<file path="config.mk">
export PLATFORM = sky130hd
export DESIGN_NAME = fifo_stream_reader
export DESIGN_NICKNAME = d
export VERILOG_FILES = /design/src/rtl/fifo_pkg.sv /design/src/rtl/stream_skid_buffer.sv /design/src/rtl/fifo_stream_reader.sv
export SDC_FILE = /design/constraint.sdc
export NUM_CORES = 1
export LEC_CHECK = 0
export CORE_ASPECT_RATIO = 0.6
export CORE_MARGIN = 3
export CORE_UTILIZATION = 35
export CTS_BUF_LIST = sky130_fd_sc_hd__clkbuf_8
export DETAILED_ROUTE_END_ITERATION = 10
export PLACE_DENSITY_LB_ADDON = 0.12
export SETUP_SLACK_MARGIN = 0.2
export SYNTH_ARGS = -nofsm -noshare
export SYNTH_HDL_FRONTEND = slang
export SYNTH_SLANG_ARGS = --single-unit
</file>
<file path="constraint.sdc">
create_clock -name read_clk -period 3.9 [get_ports read_clk]
set_clock_uncertainty 0.1 [all_clocks]
set_input_delay 1.17 -clock read_clk [delete_from_list [all_inputs] [get_ports read_clk]]
set_output_delay 1.17 -clock read_clk [all_outputs]
set_load 0.02 [all_outputs]
</file>
<file path="src/rtl/fifo_pkg.sv">
// Shared types and width helpers for the read side of the dual-clock FIFO.
package fifo_pkg;

  localparam int DEFAULT_WIDTH = 32;

  typedef logic [DEFAULT_WIDTH-1:0] word_t;

  // Width of a counter that must represent every value 0..n inclusive.
  function automatic int count_width(input int n);
    return (n < 1) ? 1 : $clog2(n + 1);
  endfunction

  function automatic int index_width(input int n);
    return (n <= 1) ? 1 : $clog2(n);
  endfunction

endpackage

</file>
<file path="src/rtl/stream_skid_buffer.sv">
// Small register FIFO that holds words between the FIFO read port and the
// outgoing stream; head is the oldest word, count the number held.
module stream_skid_buffer
  import fifo_pkg::*;
#(
  parameter int WIDTH = DEFAULT_WIDTH,
  parameter int DEPTH = 2
) (
  input  logic                          clk,
  input  logic                          reset,
  input  logic                          clr,
  input  logic                          wr_en,
  input  logic [WIDTH-1:0]              wr_data,
  input  logic                          rd_en,
  output logic [WIDTH-1:0]              head,
  output logic [count_width(DEPTH)-1:0] count
);

  localparam int CNT_W = count_width(DEPTH);
  localparam int PTR_W = index_width(DEPTH);
  localparam logic [PTR_W-1:0] LAST_PTR = PTR_W'(DEPTH - 1);
  localparam logic [CNT_W-1:0] FULL_CNT = CNT_W'(DEPTH);

  logic [WIDTH-1:0] mem_q [DEPTH];
  logic [WIDTH-1:0] mem_d [DEPTH];
  logic [PTR_W-1:0] head_ptr_q, head_ptr_d;
  logic [PTR_W-1:0] tail_ptr_q, tail_ptr_d;
  logic [CNT_W-1:0] count_q, count_d;
  logic             rd_fire;
  logic             wr_fire;

  // Pointers wrap explicitly so DEPTH need not be a power of two.
  function automatic logic [PTR_W-1:0] next_ptr(input logic [PTR_W-1:0] p);
    return (p == LAST_PTR) ? '0 : p + 1'b1;
  endfunction

  always_comb begin
    rd_fire    = rd_en && (count_q != '0);
    wr_fire    = wr_en && ((count_q != FULL_CNT) || rd_fire);
    mem_d      = mem_q;
    head_ptr_d = head_ptr_q;
    tail_ptr_d = tail_ptr_q;
    count_d    = count_q;
    if (clr) begin
      head_ptr_d = '0;
      tail_ptr_d = '0;
      count_d    = '0;
    end else begin
      if (wr_fire) begin
        mem_d[tail_ptr_q] = wr_data;
        tail_ptr_d        = next_ptr(tail_ptr_q);
      end
      if (rd_fire) begin
        head_ptr_d = next_ptr(head_ptr_q);
      end
      case ({wr_fire, rd_fire})
        2'b10:   count_d = count_q + 1'b1;
        2'b01:   count_d = count_q - 1'b1;
        default: count_d = count_q;
      endcase
    end
  end

  always_ff @(posedge clk or negedge reset) begin
    if (!reset) begin
      for (int i = 0; i < DEPTH; i++) begin
        mem_q[i] <= '0;
      end
      head_ptr_q <= '0;
      tail_ptr_q <= '0;
      count_q    <= '0;
    end else begin
      mem_q      <= mem_d;
      head_ptr_q <= head_ptr_d;
      tail_ptr_q <= tail_ptr_d;
      count_q    <= count_d;
    end
  end

  assign head  = mem_q[head_ptr_q];
  assign count = count_q;

endmodule

</file>
<file path="src/rtl/fifo_stream_reader.sv">
// Read-side consumer for the dual-clock FIFO: pops words, buffers them and
// re-presents them as a valid/ready stream framed into fixed-length packets.
module fifo_stream_reader
  import fifo_pkg::*;
#(
  parameter int WIDTH     = DEFAULT_WIDTH,
  parameter int BUF_DEPTH = 2,
  parameter int PKT_LEN   = 16
) (
  input  logic                              read_clk,
  input  logic                              reset,
  input  logic                              flush,
  output logic                              fifo_read_en,
  input  logic [WIDTH-1:0]                  fifo_data_out,
  input  logic                              fifo_empty,
  output logic [WIDTH-1:0]                  m_data,
  output logic                              m_valid,
  input  logic                              m_ready,
  output logic                              m_last,
  output logic [count_width(BUF_DEPTH)-1:0] occupancy
);

  localparam int OCC_W  = count_width(BUF_DEPTH);
  localparam int BEAT_W = index_width(PKT_LEN);
  localparam logic [OCC_W:0]    DEPTH_LIM = (OCC_W + 1)'(BUF_DEPTH);
  localparam logic [BEAT_W-1:0] LAST_BEAT = BEAT_W'(PKT_LEN - 1);

  logic              in_flight_q, in_flight_d;
  logic [BEAT_W-1:0] beat_cnt_q, beat_cnt_d;
  logic              drain;
  logic              buf_wr_en;
  logic [OCC_W:0]    pending;

  // A popped word lands one cycle later; a flush in that cycle throws it away.
  assign buf_wr_en = in_flight_q && !flush;

  stream_skid_buffer #(
    .WIDTH (WIDTH),
    .DEPTH (BUF_DEPTH)
  ) u_buf (
    .clk     (read_clk),
    .reset   (reset),
    .clr     (flush),
    .wr_en   (buf_wr_en),
    .wr_data (fifo_data_out),
    .rd_en   (drain),
    .head    (m_data),
    .count   (occupancy)
  );

  assign m_valid = (occupancy != '0);
  assign drain   = m_valid && m_ready;
  assign m_last  = m_valid && (beat_cnt_q == LAST_BEAT);

  // Counting the word in flight and the one leaving now keeps the buffer from
  // overflowing while still allowing a pop every cycle under full throughput.
  always_comb begin
    pending      = {1'b0, occupancy}
                 + {{OCC_W{1'b0}}, in_flight_q}
                 - {{OCC_W{1'b0}}, drain};
    fifo_read_en = reset && !fifo_empty && !flush && (pending < DEPTH_LIM);
    in_flight_d  = fifo_read_en;
  end

  always_comb begin
    beat_cnt_d = beat_cnt_q;
    if (flush) begin
      beat_cnt_d = '0;
    end else if (drain) begin
      beat_cnt_d = (beat_cnt_q == LAST_BEAT) ? '0 : beat_cnt_q + 1'b1;
    end
  end

  always_ff @(posedge read_clk or negedge reset) begin
    if (!reset) begin
      in_flight_q <= 1'b0;
      beat_cnt_q  <= '0;
    end else begin
      in_flight_q <= in_flight_d;
      beat_cnt_q  <= beat_cnt_d;
    end
  end

endmodule

</file>
==> qor.txt <==
Initial Utilization: 36.8%
failing checks: setup timing
final hold slack: 0.390 ns
FF+latch count, synth: 73
DRC: 0
CP max FO: 2
R2R depth: 4
post-route minimum period: 4.00 ns
Pleak: 0.00210 µW
Routed WL per cell: 16.2 µm
# nets final: 351
most common cell in the netlist: dfrtp_1
largest net degree at the start of global routing: 73
initial antenna violation count: 0
clock root cell: clkbuf_8
gpl congestion: 0.723
global-route wire length before repair: 11800 µm
vias in the first global route: 2144
Synth cell types: 32
# fillers: 815
Min-Delay Path Class: flop to flop
full die area: 11100 µm²
Peak supply drop: 0.206 mV
HPWL after DPL: 4620 µm
Die Height: 82.9 µm
synthesized instance count: 231
buffers added on ports: 73
CP Data Required Time: 2.63 ns
Syn Nets: 271
Slew @ Worst Pin: 0.968 ns
RSZ-0062 raised after global routing: true
critical path arrival: 2.73 ns
R2R setup slack: 1.54 ns
gr ovfl total: 0
final setup fails: 1
max-slew violations: 0
Ys Warns: 0
# H-tree levels: 3
CTS tree: done
Std-Cell Rows: 27
worst relative slew slack: 35.5%
Worst-Skew Late Latency: 0.34 ns
initial drt markers: 97
Syn Area/Cell: 14.9 µm²
Final Hold Fails: 0
total wire length: 7200 µm
end of the worst register-to-register path: u_buf.mem_q[8]
cts bufs inserted: 9
HP Start: u_buf.mem_q[3]
Worst setup SP type: input port
clock tree buffer depth: 2
Yosys top cell area share: 53.0%
start of the worst register-to-register path: u_buf.count[1]
first-pass iteration count of the detailed router: 4
fin crit share: 102%
Max-Cap Viols: 0
IO Pins: 74
post-synthesis sequential area ratio: 53.0%
Via density: 4.55
PD cells: 500 nW/µm²
Post-synth EDFFs: 0
critical path type: input port to primary output
status: finished with violations
Crit. End Element: primary output
Vias: 2028
Post-Syn Area: 3450 µm²
Routed Antenna Nets: 0
Fmax: 250 MHz
hold depth: 1
ant diodes: 0
dominant cells by area after synthesis: dfrtp_1, mux2_2, mux2_4
pre-CTS WS: -1.04 ns
top_reg_cell synth: dfrtp_1
WHS Endpoint: u_buf.mem_q[3]
Die X: 134 µm
Sink Count: 73
final setup margin: -0.0967 ns
clock transition at the registers of the reported paths: 0.07 ns
cell type with the largest total area after synthesis: dfrtp_1
commonest cells in the netlist: dfrtp_1, mux2_2, mux2_4
Area Overhead vs Synth: 32.2%
Core Area: 9360 µm²
GRT Total Usage: 13.6%
# hold bufs at CTS: 0
asr flop ratio synth: 100%
layout cell share with drive strength beyond 1: 42.4%
==> state kept, by name (all words and copies together), names as in the netlist <==
| register | count |
|---|---|
| beat_cnt_q | 4 |
| u_buf.tail_ptr_q | 1 |
| u_buf.head_ptr_q | 1 |
| u_buf.mem_q | 64 |
| in_flight_q | 1 |
| u_buf.count | 2 |
==> layout make-up <==
cell class              instances  area, µm²  area share (%)
inverters                       3       11.3           0.247
well taps                     130        163            3.57
clock inverters                 4       27.5           0.604
clock buffers                  12        165            3.62
repair buffers                 84        826            18.1
multi-input cells             140       1540            33.7
flip-flops and latches         73       1830            40.1
==> kinds of logic (layout without fill, tap and decap cells) <==
group	after synthesis	in the layout	synth area share [%]
flops	73	73	53.0
mux	97	97	34.8
buf+inv	18	103	3.81
fa+ha+maj	3	3	1.31
xor+xnor	3	3	0.763
simple gates	23	23	3.99
compound gates	14	14	2.29
==> worst max-delay path, stage by stage <==
cell and delay, ns:
buf_8 0.10, o21ai_4 0.05, inv_2 0.06, ha_4 0.20, nand2b_4 0.13, fa_1 0.49, nand2_2 0.07, nor4_4 0.27
buf_4 0.18
==> routing by layer <==
metal,wire length [µm],GRT usage [%],share of wire [%]
met5,0,0,0
met2,2710,17.4,38
met4,81,3.88,1.1
met3,421,5.39,5.8
met1,3990,20.9,55
==> worst max-delay path by stage <==
| stage | cells past startpoint | start | end | slack, ns |
|---|---|---|---|---|
| CTS | 9 | m_ready | fifo_read_en | -0.17 |
| floorplan | 7 | m_ready | fifo_read_en | -0.01 |
| global placement | 9 | m_ready | fifo_read_en | -1.02 |
| global route | 9 | m_ready | fifo_read_en | -0.16 |
| detailed placement | 9 | m_ready | fifo_read_en | -1.04 |
| finish | 9 | m_ready | fifo_read_en | -0.1 |
==> through the flow <==
step	instance area, µm²	util [%]	power [µW]	setup TNS (ns)	instances
floorplan	3470	-	1400	-0.0141	231
global placement	4320	46.2	1710	-1.02	427
detailed placement	4320	46.2	1720	-1.04	427
CTS	4530	48.4	2310	-0.165	445
global route	4560	48.7	2400	-0.164	446
finish	4560	48.7	2280	-0.0967	446
==> placed cells by master (no fill, tap or decap), drive strengths merged, types with 2 or more instances in the layout <==
| cell type | count |
|---|---|
| mux2 | 96 |
| nand2b | 2 |
| nor2 | 6 |
| clkdlybuf4s50 | 70 |
| and2b | 2 |
| dfrtp | 73 |
| nand2 | 3 |
| xor2 | 3 |
| o211ai | 2 |
| a21oi | 4 |
| nor3b | 2 |
| ha | 2 |
| clkinvlp | 2 |
| o21ai | 7 |
| inv | 4 |
| buf | 14 |
| clkbuf | 12 |
==> what timing repair did <==
item,CTS,global route
setup buffers,2,1
resized for setup,11,3
pin swaps,4,4
setup endpoints to repair,1,1
==> power breakdown <==
part	switching [µW]	internal (µW)	total [µW]
clock	293	282	575
sequential	75.0	898	973
combinational	286	442	728
total	654	1620	2280
(Power assumes the default switching activity.)
